==> src/rtl/prior_sel_tree.sv <==
// N-channel priority selector: registered comparator tree reducing (valid, priority, index)
// candidates to a single winner, with optional multi-beat accumulation before the output register.
module prior_sel_tree #(
    parameter int N_CH    = 8,
    parameter int PRIOR_W = 8,
    parameter int INDEX_W = 8,
    parameter bit TIE_LOW = 1'b1
) (
    input  logic                        clk,
    input  logic                        rst_n,
    input  logic                        in_beat,
    input  logic                        in_last,
    input  logic [N_CH-1:0]             in_valid,
    input  logic [N_CH*PRIOR_W-1:0]     in_prior,
    input  logic [N_CH*INDEX_W-1:0]     in_index,
    input  logic                        acc_en,
    output logic                        out_valid,
    output logic                        out_hit,
    output logic [PRIOR_W-1:0]          out_prior,
    output logic [INDEX_W-1:0]          out_index,
    output logic [$clog2(N_CH)-1:0]     out_chan
);

    localparam int CH_W   = $clog2(N_CH);
    localparam int N_NODE = N_CH - 1;

    typedef struct packed {
        logic               vld;
        logic [PRIOR_W-1:0] prior;
        logic [INDEX_W-1:0] index;
        logic [CH_W-1:0]    chan;
    } cand_t;

    // 'a' is the lower channel or the older beat; 'b' wins ties only when TIE_LOW=0.
    function automatic cand_t merge(input cand_t a, input cand_t b);
        cand_t w_res;
        logic  w_take_b;
        w_take_b  = b.vld && (!a.vld || (b.prior > a.prior) ||
                              ((b.prior == a.prior) && !TIE_LOW));
        w_res     = w_take_b ? b : a;
        w_res.vld = a.vld | b.vld;
        return w_res;
    endfunction

    cand_t           w_leaf [N_CH];
    cand_t           w_nxt  [N_NODE];
    cand_t           r_node [N_NODE];
    logic [CH_W-1:0] r_beat_sr;
    logic [CH_W-1:0] r_last_sr;

    cand_t              r_acc;
    cand_t              w_root;
    cand_t              w_merged;
    logic               w_root_beat;
    logic               w_root_last;
    logic               r_out_valid;
    logic               r_out_hit;
    logic [PRIOR_W-1:0] r_out_prior;
    logic [INDEX_W-1:0] r_out_index;
    logic [CH_W-1:0]    r_out_chan;

    // NOTE: combinational blocks use blocking '=' and assign every field on every pass, so no latch is inferred.
    always_comb begin
        for (int c = 0; c < N_CH; c++) begin
            w_leaf[c].vld   = in_beat & in_valid[c];
            w_leaf[c].prior = in_prior[c*PRIOR_W +: PRIOR_W];
            w_leaf[c].index = in_index[c*INDEX_W +: INDEX_W];
            w_leaf[c].chan  = CH_W'(c);
        end
    end

    // Heap layout: node k has children 2k+1 / 2k+2; indices >= N_NODE are leaves in channel order.
    for (genvar k = 0; k < N_NODE; k++) begin : g_node
        localparam int LA = 2 * k + 1;
        localparam int LB = 2 * k + 2;
        cand_t w_a;
        cand_t w_b;
        if (LA >= N_NODE) begin : g_a_leaf
            assign w_a = w_leaf[LA - N_NODE];
        end else begin : g_a_node
            assign w_a = r_node[LA];
        end
        if (LB >= N_NODE) begin : g_b_leaf
            assign w_b = w_leaf[LB - N_NODE];
        end else begin : g_b_node
            assign w_b = r_node[LB];
        end
        assign w_nxt[k] = merge(w_a, w_b);
    end

    // NOTE: state uses non-blocking '<=' so every level samples its children's pre-edge values.
    always_ff @(posedge clk or negedge rst_n) begin
        if (!rst_n) begin
            for (int k = 0; k < N_NODE; k++) r_node[k] <= '0;
            r_beat_sr <= '0;
            r_last_sr <= '0;
        end else begin
            for (int k = 0; k < N_NODE; k++) begin
                if (w_nxt[k].vld) r_node[k] <= w_nxt[k];
                else              r_node[k].vld <= 1'b0;
            end
            r_beat_sr[0] <= in_beat;
            r_last_sr[0] <= in_beat & in_last;
            for (int s = 1; s < CH_W; s++) begin
                r_beat_sr[s] <= r_beat_sr[s-1];
                r_last_sr[s] <= r_last_sr[s-1];
            end
        end
    end

    assign w_root      = r_node[0];
    assign w_root_beat = r_beat_sr[CH_W-1];
    assign w_root_last = r_last_sr[CH_W-1];
    assign w_merged    = merge(r_acc, w_root);

    // With acc_en low the accumulator is held empty, so partial state is dropped and
    // a following single-beat lookup cannot see stale candidates.
    always_ff @(posedge clk or negedge rst_n) begin
        if (!rst_n) begin
            r_acc       <= '0;
            r_out_valid <= 1'b0;
            r_out_hit   <= 1'b0;
            r_out_prior <= '0;
            r_out_index <= '0;
            r_out_chan  <= '0;
        end else begin
            r_out_valid <= 1'b0;
            if (!acc_en) begin
                r_acc <= '0;
                if (w_root_beat) begin
                    r_out_valid <= 1'b1;
                    r_out_hit   <= w_root.vld;
                    if (w_root.vld) begin
                        r_out_prior <= w_root.prior;
                        r_out_index <= w_root.index;
                        r_out_chan  <= w_root.chan;
                    end
                end
            end else if (w_root_beat) begin
                if (w_root_last) begin
                    r_acc       <= '0;
                    r_out_valid <= 1'b1;
                    r_out_hit   <= w_merged.vld;
                    if (w_merged.vld) begin
                        r_out_prior <= w_merged.prior;
                        r_out_index <= w_merged.index;
                        r_out_chan  <= w_merged.chan;
                    end
                end else if (w_root.vld) begin
                    r_acc <= w_merged;
                end
            end
        end
    end

    assign out_valid = r_out_valid;
    assign out_hit   = r_out_hit;
    assign out_prior = r_out_prior;
    assign out_index = r_out_index;
    assign out_chan  = r_out_chan;

endmodule

==> config.mk <==
export PLATFORM = sky130hd
export DESIGN_NAME = prior_sel_tree
export DESIGN_NICKNAME = d
export VERILOG_FILES = /design/src/rtl/prior_sel_tree.sv
export SDC_FILE = /design/constraint.sdc
export NUM_CORES = 1
export LEC_CHECK = 0
export CAP_MARGIN = 20
export CORE_MARGIN = 3
export CORE_UTILIZATION = 54
export DETAILED_ROUTE_END_ITERATION = 8
export PLACE_DENSITY_LB_ADDON = 0.12
export SLEW_MARGIN = 10
export SYNTH_ARGS = -nofsm -noshare
export SYNTH_HDL_FRONTEND = slang
export SYNTH_SLANG_ARGS = --single-unit
==> constraint.sdc <==
create_clock -name clk -period 2.57 [get_ports clk]
set_input_delay 0.514 -clock clk [delete_from_list [all_inputs] [get_ports clk]]
set_output_delay 0.514 -clock clk [all_outputs]
set_load 0.02 [all_outputs]
==> summary.txt <==
Outcome
  – Status: completed

Placed design
  – Placed Area: roughly 12,000 sq um
  – HPWL after DPL: 17.2 mm
  – Port Buffers: 161
  – GP Congestion: 0.873

Clock network
  – H-tree depth: 4
  – Post_cts resized: 0
  – CTS tree: yes
  – Clk buf depth: 2
  – Clk Latency, worst-skew pair: roughly 430 ps
  – Setup bufs post-CTS: 0
  – TritonCTS buffer count: 17
  – CTS Hold Bufs: 1
  – Root Buffer: clkbuf_16
  – Clk sink count: 181
  – Clk pin slew, worst setup/hold paths: 70 ps

Route
  – Vias per cell: 5.76
  – DRT iter0 DRCs: 560
  – Met3 wire len: 1.18 mm
  – Post-route met1 wirelength: 10.8 mm
  – Drt wl/cell: 17.3 um
  – DR pass1 iterations: 7
  – Routed vias: 7,753
  – DR WL met2: 11.0 mm
  – Highest metal used: met4
  – Routed Antenna Nets: 0
  – Total Wirelength: 23.3 mm
  – DRC: 0

GRT
  – Vias in the first global route: 7,403
  – Initial antenna violation count: 0
  – GRT Resource Usage Total: a little under a quarter
  – Global-route wire length before repair: approximately 38 mm
  – Gr ovfl total: 0
  – Largest net degree at the start of global routing: 72

Timing
  – Skew final: around 8.1 ps
  – Final hold violations: 0
  – Slew Limit Fails: 0
  – Final setup viols: 0
  – Max Clk Rate: roughly 420 MHz
  – Post-layout min period: 2380 ps
  – RSZ-0062 raised after global routing: false
  – Least-Margin Pin Slew: 690 ps
  – Slew HR: between 50% and 60%
  – Period utilization: 92.4%

Final layout
  – Antenna cells: 0
  – Post-route cell area: 12,500 sq um
  – Most frequent cells in the layout: dfrtp_1 (181), clkdlybuf4s50_1 (160), mux2i_1 (121)
  – Layout cells sized above 1: 9.55%
  – Most common cell after layout, fill and taps aside: dfrtp_1
  – Fin util: 71.0%
  – Area delta synth->final: 26.6%
  – Multi-input logic area: 4750 sq um
  – # fillers: around 1,300
  – Storage element area: 4530 sq um
  – Nets@finish: 1,312

Worst setup path
  – Crit. End Element: register
  – CP startpoint kind: register
  – Critical path required time: 2930 ps
  – Critical R2R Launch: g_node[1].w_a[12]
  – WP data arrival: around 2700 ps
  – CP Class: reg -> reg
  – Worst-path fanout max: 16
  – Worst R2R Setup Slack: 190 ps
  – RR Endpoint: g_node[0].w_a[7]
  – Reg2Reg Depth: 8

Synth
  – Synth Flop Type: dfrtp_1
  – #FFs+latches synth: 181
  – Mapped Nets: 1,146
  – Synth unique cells: 52
  – Syn avg cell area: 10.5 sq um
  – FFs w/ async S/R, synth: 100%
  – EDFF count, synth: 0
  – Synthesized area: 9870 sq um
  – Share of the yosys chip area belonging to registers: between 40% and 50%
  – Mapped Cells: roughly 940
  – Yosys warning count: 0

Power and ir drop
  – Pwr Total: 9830 uW
  – Pwr/cell area: slightly below 800 nW/um^2
  – Static Leak: 0.00587 uW
  – Maximum VDD drop: 0.553 mV

Hold path
  – HP Class: reg -> reg
  – Worst Hold Launch: r_beat_sr[1]
  – Hold path depth: 0
  – Hold endpoint: r_beat_sr[2]

Floorplanning
  – Die Wd: 141 um
  – Placeable Area: about 18,000 sq um
  – Initial Util: 56.1%
  – Std-Cell Rows: 48
  – Die Ht: 141 um
  – Die area: 19,900 sq um
  – Ports: 162

Flow run
  – Total of max-cap violations: 0
cell families (layout without fill, tap and decap cells):
family	Yosys count	after routing	share of synthesized area (%)
compound gates	250	250	18.8
mux	121	121	12.3
fa+ha+maj	64	64	8.11
simple gates	195	195	8.60
buf+inv	130	309	6.30
flops	181	181	45.9
through the flow:
stage          hold WS, ps  instances  worst slack [ps]  TNS, ps
3_5_place_dp           339       1312              -166    -2860
3_3_place_gp           334       1312              -118    -1870
4_1_cts                356       1345               211        0
5_1_grt                357       1345              23.3        0
6_report               350       1345               195        0
2_1_floorplan          218        941               394        0
power breakdown:
group          internal, uW  switching (uW)
logic                  1470            1440
clock network          1640            1160
registers              3470             635
total                  6580            3240
state kept, by name, indices dropped and copies added, names as in the netlist:
signal	flops
g_node.w_b	58
g_node.w_a	56
r_acc	20
r_node	20
out_index	8
out_prior	8
out_chan	3
r_beat_sr	3
r_last_sr	3
out_hit	1
out_valid	1
critical path, stage by stage, from the launching register on:
cell and delay (ps):
dfrtp_1 390, inv_1 60, ha_1 310, nor2b_2 150, o211ai_1 220, a21oi_2 100
o221a_2 250, nor2b_2 560, a221o_1 260
worst max-delay path by stage:
stage                         to              start  cells past startpoint
6_report        g_node[0].w_a[7]  g_node[1].w_a[12]                      8
5_1_grt        g_node[0].w_a[15]  g_node[1].w_a[12]                      8
4_1_cts         g_node[0].w_a[7]  g_node[1].w_a[12]                      8
3_5_place_dp    g_node[2].w_b[4]       in_prior[49]                     10
3_3_place_gp    g_node[2].w_b[5]       in_prior[49]                     10
2_1_floorplan  g_node[2].w_b[16]       in_prior[49]                     10
cells in the mapped netlist, drive strengths merged, types with 3 or more instances:
cell type / count / share of area (%)
buf: 29 / 2.5
nand2: 75 / 2.9
a21o: 8 / 0.61
a21oi: 48 / 2.6
nor2: 78 / 3.0
a32o: 19 / 2.1
nor2b: 12 / 0.81
mux2i: 121 / 12
a221o: 50 / 5.1
a311oi: 3 / 0.44
o31ai: 14 / 1.1
dfrtp: 181 / 46
ha: 64 / 8.1
a22oi: 14 / 1.1
inv: 75 / 2.9
o211ai: 9 / 0.79
nand4: 12 / 0.82
clkbuf: 26 / 0.99
nand2b: 7 / 0.44
o21ai: 66 / 3.5
nand3: 4 / 0.20
final cells by class:
cell class / count / share of cell area [%]
well taps: 225 / 2.25
multi-input cells: 630 / 38.0
clock buffers: 18 / 3.43
flip-flops and latches: 181 / 36.3
repair buffers: 202 / 16.2
inverters: 75 / 2.25
clock inverters: 14 / 1.59
per-layer routing:
| layer | vias up | global-route usage [%] |
|---|---|---|
| li1 | 3770 | - |
| met1 | 3746 | 34.8 |
| met2 | 211 | 36.7 |
| met3 | 26 | 4.10 |
| met4 | 0 | 6.12 |
| met5 | - | 0 |
Power figures use the tool's default switching activity.
